[src/rtl/cnn_pkg.sv]
// Shared defaults and state encoding for the sram tile reader.
package cnn_pkg;

  localparam int ADDR_WIDTH_DEF = 16;
  localparam int DATA_WIDTH_DEF = 64;
  localparam int CNT_WIDTH_DEF  = 16;
  localparam int RD_LATENCY_DEF = 1;
  localparam int FIFO_DEPTH_DEF = 4;

  typedef enum logic [1:0] {IDLE, ISSUE, DRAIN} rd_state_t;

endpackage

[src/rtl/stream_fifo.sv]
// Small synchronous FIFO with a registered head; exposes its fill count for credit accounting.
module stream_fifo #(
  parameter int WIDTH = 65,
  parameter int DEPTH = 4,
  localparam int CW = $clog2(DEPTH + 1),
  localparam int AW = $clog2(DEPTH)
) (
  input  logic             clk,
  input  logic             rst_n,
  input  logic             push,
  input  logic [WIDTH-1:0] din,
  input  logic             pop,
  output logic [WIDTH-1:0] dout,
  output logic             valid,
  output logic             full,
  output logic [CW-1:0]    count
);

  logic [WIDTH-1:0] mem [DEPTH];
  logic [AW-1:0]    wr_ptr, rd_ptr;
  logic             do_push, do_pop;

  assign valid   = count != '0;
  assign full    = count == CW'(DEPTH);
  assign do_pop  = pop && valid;
  // A full FIFO still accepts a push when the head leaves in the same cycle.
  assign do_push = push && (!full || do_pop);
  assign dout    = mem[rd_ptr];

  always_ff @(posedge clk) begin
    if (do_push) mem[wr_ptr] <= din;
  end

  always_ff @(posedge clk) begin
    if (!rst_n) begin
      wr_ptr <= '0;
      rd_ptr <= '0;
      count  <= '0;
    end else begin
      if (do_push) wr_ptr <= wr_ptr + 1'b1;
      if (do_pop)  rd_ptr <= rd_ptr + 1'b1;
      count <= count + CW'(do_push) - CW'(do_pop);
    end
  end

endmodule

[src/rtl/sram_tile_reader.sv]
// Walks a 2-D tile in row-major order, issues sram reads under a FIFO credit limit,
// and streams the returned words with a last-beat tag.
module sram_tile_reader
  import cnn_pkg::*;
#(
  parameter int ADDR_WIDTH = ADDR_WIDTH_DEF,
  parameter int DATA_WIDTH = DATA_WIDTH_DEF,
  parameter int CNT_WIDTH  = CNT_WIDTH_DEF,
  parameter int RD_LATENCY = RD_LATENCY_DEF,
  parameter int FIFO_DEPTH = FIFO_DEPTH_DEF
) (
  input  logic                  i_clk,
  input  logic                  i_nrst,
  input  logic                  i_start,
  input  logic [ADDR_WIDTH-1:0] i_base_addr,
  input  logic [CNT_WIDTH-1:0]  i_row_len,
  input  logic [CNT_WIDTH-1:0]  i_num_rows,
  input  logic [ADDR_WIDTH-1:0] i_row_stride,
  output logic                  o_busy,
  output logic                  o_done,
  output logic                  o_sram_read_en,
  output logic [ADDR_WIDTH-1:0] o_sram_read_addr,
  input  logic [DATA_WIDTH-1:0] i_sram_data,
  input  logic                  i_sram_data_valid,
  output logic [DATA_WIDTH-1:0] o_data,
  output logic                  o_valid,
  input  logic                  i_ready,
  output logic                  o_last
);

  localparam int CW = $clog2(FIFO_DEPTH + 1);

  rd_state_t             state;
  logic [ADDR_WIDTH-1:0] row_base, addr, stride;
  logic [CNT_WIDTH-1:0]  col, row, row_len, num_rows;
  logic                  zero_tile, busy, done;
  logic [CW-1:0]         inflight, fifo_count;
  logic [RD_LATENCY-1:0] pend_pipe, last_pipe;
  logic                  issue, issue_last, accept, col_end, row_end;
  logic                  pop, fifo_valid, fifo_full;
  logic [DATA_WIDTH:0]   head;

  assign col_end    = col == row_len - CNT_WIDTH'(1);
  assign row_end    = row == num_rows - CNT_WIDTH'(1);
  assign issue      = (state == ISSUE) && !zero_tile &&
                      (({1'b0, fifo_count} + {1'b0, inflight}) < (CW+1)'(FIFO_DEPTH));
  assign issue_last = issue && col_end && row_end;
  // Only data belonging to a read issued since the last reset is accepted.
  assign accept     = i_sram_data_valid && pend_pipe[RD_LATENCY-1];
  assign pop        = fifo_valid && i_ready;

  always_ff @(posedge i_clk) begin
    if (!i_nrst) begin
      state     <= IDLE;
      busy      <= 1'b0;
      done      <= 1'b0;
      addr      <= '0;
      row_base  <= '0;
      stride    <= '0;
      col       <= '0;
      row       <= '0;
      row_len   <= '0;
      num_rows  <= '0;
      zero_tile <= 1'b0;
      inflight  <= '0;
      pend_pipe <= '0;
      last_pipe <= '0;
    end else begin
      done      <= 1'b0;
      pend_pipe <= RD_LATENCY'({pend_pipe, issue});
      last_pipe <= RD_LATENCY'({last_pipe, issue_last});
      inflight  <= inflight + CW'(issue) - CW'(accept);
      case (state)
        IDLE: if (i_start) begin
          addr      <= i_base_addr;
          row_base  <= i_base_addr;
          stride    <= i_row_stride;
          row_len   <= i_row_len;
          num_rows  <= i_num_rows;
          col       <= '0;
          row       <= '0;
          zero_tile <= (i_row_len == '0) || (i_num_rows == '0);
          busy      <= 1'b1;
          state     <= ISSUE;
        end
        ISSUE: if (zero_tile) begin
          busy  <= 1'b0;
          done  <= 1'b1;
          state <= IDLE;
        end else if (issue) begin
          if (col_end) begin
            col      <= '0;
            row      <= row + CNT_WIDTH'(1);
            row_base <= row_base + stride;
            addr     <= row_base + stride;
            if (row_end) state <= DRAIN;
          end else begin
            col  <= col + CNT_WIDTH'(1);
            addr <= addr + ADDR_WIDTH'(1);
          end
        end
        DRAIN: if (pop && head[DATA_WIDTH]) begin
          busy  <= 1'b0;
          done  <= 1'b1;
          state <= IDLE;
        end
        default: state <= IDLE;
      endcase
    end
  end

  stream_fifo #(.WIDTH(DATA_WIDTH + 1), .DEPTH(FIFO_DEPTH)) u_fifo (
    .clk   (i_clk),
    .rst_n (i_nrst),
    .push  (accept),
    .din   ({last_pipe[RD_LATENCY-1], i_sram_data}),
    .pop   (pop),
    .dout  (head),
    .valid (fifo_valid),
    .full  (fifo_full),
    .count (fifo_count)
  );

  // The credit limit makes a return into a full FIFO unreachable.
  always @(posedge i_clk) begin
    if (i_nrst && accept) assert (!fifo_full || pop);
  end

  assign o_busy           = busy;
  assign o_done           = done;
  assign o_sram_read_en   = issue;
  assign o_sram_read_addr = addr;
  assign o_valid          = fifo_valid;
  assign o_data           = fifo_valid ? head[DATA_WIDTH-1:0] : '0;
  assign o_last           = fifo_valid && head[DATA_WIDTH];

endmodule

[config.mk]
export PLATFORM = sky130hd
export DESIGN_NAME = sram_tile_reader
export DESIGN_NICKNAME = d
export VERILOG_FILES = /design/src/rtl/cnn_pkg.sv /design/src/rtl/stream_fifo.sv /design/src/rtl/sram_tile_reader.sv
export SDC_FILE = /design/constraint.sdc
export NUM_CORES = 1
export LEC_CHECK = 0
export BUFFER_PORTS_ARGS = -buffer_cell sky130_fd_sc_hd__buf_2
export CAP_MARGIN = 20
export CORE_ASPECT_RATIO = 1.4
export CORE_MARGIN = 10
export CORE_UTILIZATION = 48
export CTS_CLUSTER_DIAMETER = 50
export DETAILED_ROUTE_END_ITERATION = 12
export PLACE_DENSITY = 0.7
export SETUP_SLACK_MARGIN = 0.02
export SYNTH_ARGS = -nofsm -noshare
export SYNTH_HDL_FRONTEND = slang
export SYNTH_SLANG_ARGS = --single-unit
[constraint.sdc]
create_clock -name i_clk -period 6.7 [get_ports i_clk]
set_clock_uncertainty 0.05 [all_clocks]
set_input_delay 0.335 -clock i_clk [delete_from_list [all_inputs] [get_ports i_clk]]
set_output_delay 0.335 -clock i_clk [all_outputs]
set_load 0.05 [all_outputs]
* After elaboration in Yosys (flattened, before gate mapping) *
Memory sizes are Yosys's and may differ from the RTL's. A register that Yosys moved wholly into a read port is not among the register bits.
Cells that the tools add are included.

storage, ports and cells
  flip-flop bits (word level) = 129
  memories kept = 1
  input bits = 133
  RAM bits = 260
  word-level logic and storage cells = 108
  output and inout port bits = 85

memories
  memory      depth  width  read ports  clocked after Yosys merged registers in  write ports  RTL line           RTL
  u_fifo.mem  4      65     1           1                                        1            stream_fifo.sv:19  logic [WIDTH-1:0] mem [DEPTH];

cells by class
  add/subtract/negate cells = 13
  muxes and demuxes = 37
  $lt $le $gt $ge = 1
  reductions and logical operators = 25
  equal/unequal tests = 14

operator list
  operator                                                                      count
  16-bit two-way mux                                                            14
  16-bit one-hot mux with 2 select lines                                        4
  64-bit two-way mux                                                            1
  16-bit by 1-bit adder with 16-bit output, second input constant               3
  16-bit equality test                                                          2
  16-bit logical NOT                                                            2
  16-bit by 1-bit subtractor with 16-bit output, second input constant          2
  16-bit adder                                                                  1
  2-bit two-way mux                                                             8
  2-bit != test, second input constant                                          6
  1-bit logical AND                                                             10
  5-bit AND reduction                                                           2
  3-bit != test, second input constant                                          3
  4-bit AND reduction                                                           2
  1-bit two-way mux                                                             7
  3-bit by 1-bit adder with 3-bit output                                        2
  2-bit one-hot mux with 3 select lines                                         1
  3-bit nonzero test                                                            2
  3-bit by 1-bit subtractor with 3-bit output                                   2
  2-bit by 1-bit adder with 2-bit output, second input constant                 2
  3-bit by 3-bit adder with 4-bit output                                        1
  4-bit by 3-bit less-than comparator with 1-bit output, second input constant  1
  3-bit equality test, second input constant                                    1
  1-bit one-hot mux with 3 select lines                                         1
  other kinds (8)                                                               10

* Longest topological paths before layout *
Gate-level depths: netlist of run 1.

  word-level depth = 7
  mapped depth = 13
  gate-level depth less buffers = 11

* Modules after synthesis *
Synthesis of run 1 repeated with hierarchy kept, for this count alone.

second synthesis, totals
  cells, all modules = 1371
  area, all modules = 17504.3 um^2

modules (own cells, without submodules)
  module            times used  sequential area each (um^2)  area an instance (um^2)  cells an instance
  stream_fifo       1           7987.7                       9900.7                   386
  sram_tile_reader  1           2442.3                       7603.5                   985

* Worst setup path after synthesis of run 1 *
No wires, ideal clock.

  kind = register -> register
  start point = register u_fifo.count[2]
  end point = register row[7]
  required time = 6.518 ns
  period minus slack after synthesis = 4.769 ns
  setup time = 0.132 ns
  stages on the path, launching flop included = 11
  path slack = 1.931 ns
  arrival time = 4.586 ns
  buffers on the path = 2
  path through = dfxtp_1 > ha_1 > or3_1 > nor4_1 > o21ai_0 > or3_1 > o21a_1 > clkbuf_1 > clkbuf_1 > o21ai_0 > a21oi_1

on the way
  longest elaborated chain between the ends = 5

RTL lines
  item                                                   RTL line                RTL
  start, declared                                        stream_fifo.sv:16       output logic [CW-1:0] count
  start signal, assigned                                 stream_fifo.sv:42       count <= count + CW'(do_push) - CW'(do_pop);
  3-bit by 3-bit adder with 4-bit output                 sram_tile_reader.sv:46  (({1'b0, fifo_count} + {1'b0, inflight}) < (CW+1)'(FIFO_DEPTH));
  4-bit by 3-bit less-than comparator with 1-bit output  sram_tile_reader.sv:46
  1-bit logical AND                                      sram_tile_reader.sv:45  assign issue = (state == ISSUE) && !zero_tile &&
  net o_sram_read_en                                     sram_tile_reader.sv:21  output logic o_sram_read_en,
  2-bit != test (no line)                                n/a
  5-bit AND reduction (no line)                          n/a
  end signal, assigned                                   sram_tile_reader.sv:93  row <= row + CNT_WIDTH'(1);
  end, declared                                          sram_tile_reader.sv:35  logic [CNT_WIDTH-1:0] col, row, row_len, num_rows;

The timed path passes the listed nets, and every way through them passes these cells.
A chain may end at the register's enable or synchronous reset.

* Worst setup path in the final report of run 1 *
  start point = register u_fifo.count[2]
  end point = register row[9]

on the way
  longest elaborated chain between the ends = 5

RTL lines
  item                                                   RTL line
  3-bit by 3-bit adder with 4-bit output                 sram_tile_reader.sv:46
  4-bit by 3-bit less-than comparator with 1-bit output  sram_tile_reader.sv:46
  1-bit logical AND                                      sram_tile_reader.sv:45
  2-bit != test (no line)                                n/a
  5-bit AND reduction (no line)                          n/a

Every way passes these cells.

==> flow_results.org, run 1 <==
** CTS
- Total CTS buffers :: 39
- For this design, the CTS-stage hold fixing added 78 buffers.
- Clock slew at reported path FFs :: 0.06 ns
- Number of resized instances in the post-cts repair step :: 0
- Buffers added to address setup during post-CTS repair amount to 0.
- Number of buffers between clock root and the deepest sink :: 3
- Maximum level of the CTS H-tree :: 2
- TritonCTS built the clock tree.
- CTS root buf :: clkbuf_16
- CTS sink count :: 391
- The clock reaches the later pin of the worst-skew pair after 0.53 ns.

** Placed design
- Final weighted congestion in routability-driven placement :: 0.901
- Half-perimeter wire length after detailed placement :: 28,100 µm
- Count of placed standard cells including taps :: 2,024
- Port buffer count :: 217

** STA
- Fin. Hold Viols :: 0
- Static timing analysis puts the maximum clock frequency at 254 MHz.
- Setup violations remaining at the end of the flow were counted as 0.
- Clock period minus final worst setup slack :: 3.93 ns
- Max transition margin :: 0.313
- Setup TNS Final :: 0 ns
- Of the available clock period, the critical path in the final layout requires 0.587.
- The final number of max-transition violations came to 0.
- Slew at the pin with the worst max-slew slack :: 1.03 ns
- Unrepaired setup endpoints after global routing :: false

** Logic synthesis
- Parity-gate share of the synthesized area counting xor and xnor cells :: 0.0353
- Arithmetic-cell share of the synthesized area counting full adders, half adders and majority gates :: 0.0276
- Of the total synthesized cell area, the portion taken by AND, OR, NAND and NOR gates is 0.153.
- Area of the mapped netlist :: 17,600 µm²
- Yosys instantiated no cell more often than edfxtp_1.
- The number of nets handed over by synthesis was 1,571.
- Area contributors post-synth :: edfxtp_1 44%, dfxtp_1 15%, mux4_2 8.3%, nand2_1 3.1%, and2_1 2.9%
- After synthesis the netlist holds a flip-flop and latch count of 391.
- Of all cell types, the one taking the most synthesized area is edfxtp_1.
- Most frequent cells after synthesis :: 260 x edfxtp_1, 146 x nand2_1, 131 x dfxtp_1
- The share of synthesized area in the top cell type comes to 0.443.
- The portion of synthesized area spent on multiplexers is 0.0859.
- Main synth FF type :: edfxtp_1
- In the synthesized netlist, the number of instances is 1,401.
- After synthesis, the largest family of logic cells by area is simple AND/OR/NAND/NOR gates.
- Number of enable-type register cells in the synthesized netlist :: 260
- A synthesized cell averages 12.6 µm².
- Synth cell types :: 71
- During synthesis, Yosys emitted a total of 0 warnings.
- Asr flop ratio synth :: 0
- The share of the Yosys chip area taken by registers is 0.592.
- Share of the synthesized area in compound gates (AO/OA/AOI/OAI) :: 0.0831

** Final layout
- Layout overhead on the synthesized area :: 19.5%
- At the end of the flow, the number of nets in the layout was 1,846.
- Of the cells placed in the final design, the portion with a size suffix greater than 1 is 0.217.
- Final standard cell count with taps included and fillers excluded :: 2,172

** Global routing
- Entering global routing, the biggest net connects 91 pins.
- The first global-routing pass estimated 66,900 µm of wire.
- The via count of the first global-routing pass was 12,377.
- Global-route congestion overflow total :: 0
- Total track usage :: 0.184
- Initial antenna violation count :: 3

** Floorplanning
- Width of the die :: 182 µm
- The core region is 36,500 µm².
- The initial utilization of the core area, before any placement, comes to 0.483.
- The initialized floorplan defines 83 standard-cell rows.
- Measured along the y axis, the die boundary spans 247 µm.
- In this run the count of I/O pins placed on the die edge is 218.
- Full die area :: 44,900 µm²

** Worst setup path
- STA classifies the critical path startpoint as a flop.
- Critical Path AT :: 4.32 ns
- The critical path ends at row[9]$_SDFFE_PN0P_.
- In this run the critical register-to-register path is captured at row[9]$_SDFFE_PN0P_.
- Register-to-register path setup slack :: 2.77 ns
- Start-to-end type of the worst setup path :: reg2reg
- Logic depth of the worst register-to-register path :: 9
- Crit Path Max Fanout :: 28
- FF-to-FF Start :: u_fifo.count[2]$_SDFF_PN0_
- Crit. Startpoint :: u_fifo.count[2]$_SDFF_PN0_
- Crit end category :: flop
- At the worst endpoint, the required time is 7.09 ns.

** Hold path
- The min-delay analysis places its worst path in the category in2reg.

** Detailed routing
- DRC :: 0
- Routed wirelength normalized by instance count :: 19.3 µm
- The first routing iteration left 675 violations.
- The first detailed-routing pass ran for 5 iterations.
- The detailed router placed 12,118 vias in this run.
- Residual antenna-violating net count after detailed routing :: 0
- For this block, the routed nets add up to 41,900 µm of wire.
- Using the TritonRoute via totals, the vias-per-cell ratio works out to 5.58.

** Run
- Max-cap violations in this run came to 0.

** Pwr
- Leak Pwr :: 7.66 nW
- Power density normalized to cell area :: 371 nW/µm²
- IR analysis of the VDD net gives a maximum drop of 0.283 mV.

** Outcome
- The run finished with clean final reports.
## state kept, by name (all words and copies together), names as in the netlist, 3 cells and up, named ones only
name,count
u_fifo.mem,260
col,16
num_rows,16
o_sram_read_addr,16
row,16
row_base,16
row_len,16
stride,16
inflight,3
u_fifo.count,3
## worst max-delay path: stages, from the launching register on
cell and delay (ns):
dfxtp_1 0.38, ha_1 0.24, or3_1 0.40, nor4_1 0.69, o21ai_1 0.15, buf_4 0.25
or3_1 0.42, o21a_1 0.49, or4_1 0.62, a21oi_1 0.14
## cell families (layout without fill, tap and decap cells)
group	after synthesis	count (layout)
simple gates	519	519
mux	70	70
xor+xnor	71	71
other cells	0	1
fa+ha+maj	37	37
compound gates	205	205
flops	391	391
buf+inv	108	411
## through the flow
stage	setup WS, ns	hold slack (ns)	total power [W]	utilization	cell area (µm²)
after floorplan	1.93	0.384	0.00513	-	17600
after global placement	2.99	0.405	0.00581	0.525	19100
after detailed placement	2.76	0.413	0.00584	0.525	19100
after CTS	2.82	0.000935	0.00790	0.578	21100
after global routing	2.53	0.0134	0.00822	0.578	21100
final	2.77	0.0194	0.00781	0.578	21100
## layout make-up
cell class / count / area [µm²]
diodes: 1 / 2.50
clock buffers: 49 / 1010
clock inverters: 20 / 146
fillers: 2995 / 15400
inverters: 34 / 128
multi-input cells: 902 / 6790
flip-flops and latches: 391 / 10400
well taps: 467 / 584
repair buffers: 308 / 1960
## power breakdown
part	leakage, nW	switching (W)	internal (W)
logic	3.68	0.00190	0.000971
clock network	0.567	0.000879	0.00112
registers	3.41	0.000185	0.00275
total	7.66	0.00296	0.00484
## cells in the final DEF (no fill, tap or decap), types with 21 or more instances in the layout
master and count:
nand2_1 146, clkbuf_16 39, xor2_1 31, ha_1 34
nor2_1 90, a21oi_1 29, a21boi_0 50, nor3_1 23
edfxtp_1 260, inv_1 34, buf_2 217, mux4_2 65
dlygate4sd3_1 78, nand3_1 35, nand4_1 21, xnor2_1 40
nor4_1 26, and2_1 78, dfxtp_1 129, o21ai_0 23
## per-layer routing
metal | part of all wire | up-vias | track usage | wire length, µm
li1 | - | 5784 | - | -
met1 | 0.39 | 5913 | 0.211 | 16400
met2 | 0.52 | 334 | 0.331 | 21800
met3 | 0.057 | 83 | 0.0383 | 2390
met4 | 0.031 | 4 | 0.0662 | 1290
met5 | 0.00048 | - | 0 | 20
## how the worst min path moves through the flow
| stage | startpoint | cells after the start | endpoint | slack, ns |
|---|---|---|---|---|
| floorplan | i_sram_data[0] | 0 | u_fifo.mem[0][0]$_DFFE_PP_ | 0.38 |
| global placement | row_base[4]$_SDFFE_PN0P_ | 1 | row_base[4]$_SDFFE_PN0P_ | 0.41 |
| detailed placement | row_base[8]$_SDFFE_PN0P_ | 1 | row_base[8]$_SDFFE_PN0P_ | 0.41 |
| CTS | i_row_stride[4] | 3 | stride[4]$_SDFFE_PN0P_ | 0.0009 |
| global route | i_row_len[7] | 3 | row_len[7]$_SDFFE_PN0P_ | 0.01 |
| finish | i_row_stride[4] | 3 | stride[4]$_SDFFE_PN0P_ | 0.02 |
No activity file was read; power rests on OpenSTA's default activity.
==> run 2, diff against run 1 <==
==> constraint.sdc (replaced) <==
create_clock -name i_clk -period 3.8 [get_ports i_clk]
set_clock_uncertainty 0.05 [all_clocks]
set_input_delay 0.19 -clock i_clk [delete_from_list [all_inputs] [get_ports i_clk]]
set_output_delay 0.19 -clock i_clk [all_outputs]
set_load 0.05 [all_outputs]
==> run 2 against run 1 <==
Setup slack got worse by 2.4 ns. Worst hold slack better by 0.029 ns. First-iteration DRC count fell by 1.8%. Non-clock buffer count up 45. Die area is the same. Final area rose by 3.0%. Global-route usage grew 0.32 points.
==> flow_results.org, run 2 (synthesized netlist as in run 1, its figures left out) <==
** Outcome
- The flow ran to the end, and the final reports show no timing, DRC or antenna violations.

** Final layout
- The register with the most flip-flops in the final layout is u_fifo.mem.
- The register with the most flip-flops in the layout has 260 of them.
- After filler insertion, the fill cell instance count of the layout stands at 2,883.
- After routing the design area is 21,700 µm².
- The count of cells in the finished layout, fillers not included, comes to 2,218.
- Proportion of layout cells with a drive suffix above 1 :: 0.221
- Area occupied by multi-input gates :: 6800 µm²
- The top cell types in the final layout, fill and taps aside, are 260 x edfxtp_1, 217 x buf_2, 146 x nand2_1, 129 x dfxtp_1, 114 x dlygate4sd3_1.
- Layout overhead on the synthesized area :: 23.1%
- Post-layout nets :: 1,893
- FF/Latch Area :: 10,400 µm²
- Most common cell after layout, fill and taps aside :: edfxtp_1

** Pwr
- Logic pwr share :: 0.357
- Leak Pwr :: 7.93 nW
- Power density normalized to cell area :: 654 nW/µm²
- Fraction of power spent switching nets :: 0.375
- The worst-case IR drop observed on VDD is 0.591 mV.
- Power Internal :: 0.00887 W
- Share of total power in the clock network :: 0.273
- Register share of total power :: 0.370
- Pwr Total :: 0.0142 W
- Net Sw Power :: 0.00532 W

** Worst setup path
- At the worst endpoint, the arrival time is 3.77 ns.
- Along the worst path, the maximum fanout reaches 12.
- Measured in cells, the most critical reg-to-reg path has a length of 10.
- Startpoint kind of the worst setup timing path :: flop
- Crit end category :: flop
- Start-to-end type of the worst setup path :: reg2reg
- Required @ worst endpoint :: 4.15 ns
- In this run the critical register-to-register path is captured at o_sram_read_addr[12]$_SDFFE_PN0P_.
- The startpoint identified for the worst register-to-register timing path is row_len[0]$_SDFFE_PN0P_.
- The worst register-to-register path has a setup slack of 0.38 ns.

** Placed design
- Count of placed standard cells including taps :: 2,033
- Half-perimeter wire length after detailed placement :: 29,000 µm
- Port buffer count :: 217
- Once placement finished, the instance area stood at 19,300 µm².
- The congestion estimate from routability-driven global placement came to 0.854.

** Floorplanning
- The initial utilization of the core area, before any placement, comes to 0.483.
- In this run the count of I/O pins placed on the die edge is 218.
- Measured along the x axis, the die boundary spans 182 µm.
- The die covers 44,900 µm².
- Total core area :: 36,500 µm²
- The floorplan has 83 rows.
- From bottom edge to top edge, the die measures 247 µm.

** STA
- Headroom to the max-slew limit came out at 0.461.
- Dividing the final minimum period by the clock period gives 0.900.
- Final max-slew violation count :: 0
- The count of endpoints failing hold in the final timing report came to 0.
- Setup repair after global routing left no endpoint under its margin.
- After routing, the total negative slack on setup checks comes to 0 ns.
- Clock period minus final worst setup slack :: 3.42 ns
- Setup violations remaining at the end of the flow were counted as 0.
- For this run, the top clock speed supported by timing is 292 MHz.
- Slew at the pin with the worst max-slew slack :: 0.807 ns

** CTS
- Clock tree synthesis selected as its root buffer the cell clkbuf_16.
- After clock tree synthesis, the clock-pin slew on the worst setup and hold paths is 0.06 ns.
- For the worst-skew pair, the clock arrives at the later sink with an insertion delay of 0.54 ns.
- Buffers inserted during post-CTS setup optimization :: 0
- TritonCTS built the clock tree.
- Total CTS buffers :: 41
- Number of buffers between clock root and the deepest sink :: 3
- The clock tree synthesis step divided the H-tree into 2 levels.
- Counting every sink on the clock net gives 391.

** Hold path
- Hold depth :: 4
- Tightest Hold Check Type :: in2reg
- Worst hold path endpoint :: o_sram_read_addr[8]$_SDFFE_PN0P_
- The worst hold path begins at i_base_addr[8].

** Global routing
- Entering global routing, the biggest net connects 67 pins.
- The number of antenna violations at the first check in global routing came to 1.
- Via count of the first global-routing pass :: 12,651
- Global-route congestion overflow total :: 0
- Across every metal layer, demand over resource in global routing totals 0.187.
- Wire length of the first global-routing pass :: 67,900 µm

** Detailed routing
- Residual antenna-violating net count after detailed routing :: 0
- Router iterations before antenna repair :: 5
- After detailed routing, the number of vias per cell comes to 5.53.
- Across all layers, the routed design uses 12,268 vias.
- DRC :: 0
- Routed wirelength normalized by instance count :: 19.3 µm
- Number of DRC violations after detailed-routing iteration 0 :: 663
- Wires add up to 42,700 µm.

** Run
- Total of max-cap violations :: 0
## run 2: worst max path at each step
stage / startpoint / endpoint / slack, ns / cells after the start
final: row_len[0]$_SDFFE_PN0P_ / o_sram_read_addr[12]$_SDFFE_PN0P_ / 0.38 / 10
after global routing: row_len[0]$_SDFFE_PN0P_ / o_sram_read_addr[12]$_SDFFE_PN0P_ / 0.02 / 10
after CTS: row_len[0]$_SDFFE_PN0P_ / col[4]$_SDFFE_PN0P_ / 0.26 / 11
after detailed placement: row_len[0]$_SDFFE_PN0P_ / col[4]$_SDFFE_PN0P_ / 0.28 / 11
after global placement: row_len[0]$_SDFFE_PN0P_ / col[15]$_SDFFE_PN0P_ / 0.34 / 11
after floorplan: u_fifo.count[2]$_SDFF_PN0_ / row[7]$_SDFFE_PN0P_ / 0.36 / 10
## run 2: worst max-delay path, cell delays in order (launching register included)
cell and delay [ns]:
dfxtp_1 0.44, inv_1 0.07, ha_1 0.27, o21ba_2 0.22, a221o_2 0.39, a222oi_1 0.28, nand4_1 0.16, or2_2 0.33
or2_1 0.41, o311ai_0 0.54, nor4_1 0.12
## run 2: area by class of cell
cell class | count | share of cell area
clock buffer | 47 | 0.0488
multi-input combinational | 902 | 0.314
timing repair buffer | 353 | 0.113
sequential | 391 | 0.481
antenna | 1 | 0.000115
clock inverter | 23 | 0.0104
inverter | 34 | 0.00588
tap | 467 | 0.0269
## run 2: metrics by stage
| stage | hold slack, ns | setup slack [ns] | util |
|---|---|---|---|
| 2_1_floorplan | 0.239 | 0.365 | - |
| 3_3_place_gp | 0.352 | 0.342 | 0.528 |
| 3_5_place_dp | 0.358 | 0.278 | 0.528 |
| 4_1_cts | 0.0197 | 0.259 | 0.595 |
| 5_1_grt | 0.0566 | 0.0249 | 0.595 |
| 6_report | 0.0487 | 0.379 | 0.595 |
## run 2: power groups by stage
stage | combinational (W) | clock [W] | sequential (W)
2_1_floorplan | 0.00374 | 0 | 0.00532
3_3_place_gp | 0.00496 | 0 | 0.00534
3_5_place_dp | 0.00501 | 0 | 0.00535
4_1_cts | 0.00513 | 0.00397 | 0.00527
5_1_grt | 0.00549 | 0.00414 | 0.00531
6_report | 0.00507 | 0.00387 | 0.00525
## run 2: timing repair
| item | in CTS | in global routing |
|---|---|---|
| resized for setup | 0 | 1 |
| hold buffers | 114 | 0 |
| hold endpoints to repair | 307 | 0 |
| endpoints found under the setup margin | 0 | 16 |
## run 2: routing by layer
layer	GRT usage	routed length, µm	vias to the layer above
li1	-	-	5879
met1	0.218	16900	5959
met2	0.337	22200	341
met3	0.0317	2190	89
met4	0.0717	1430	0
met5	0	0	-
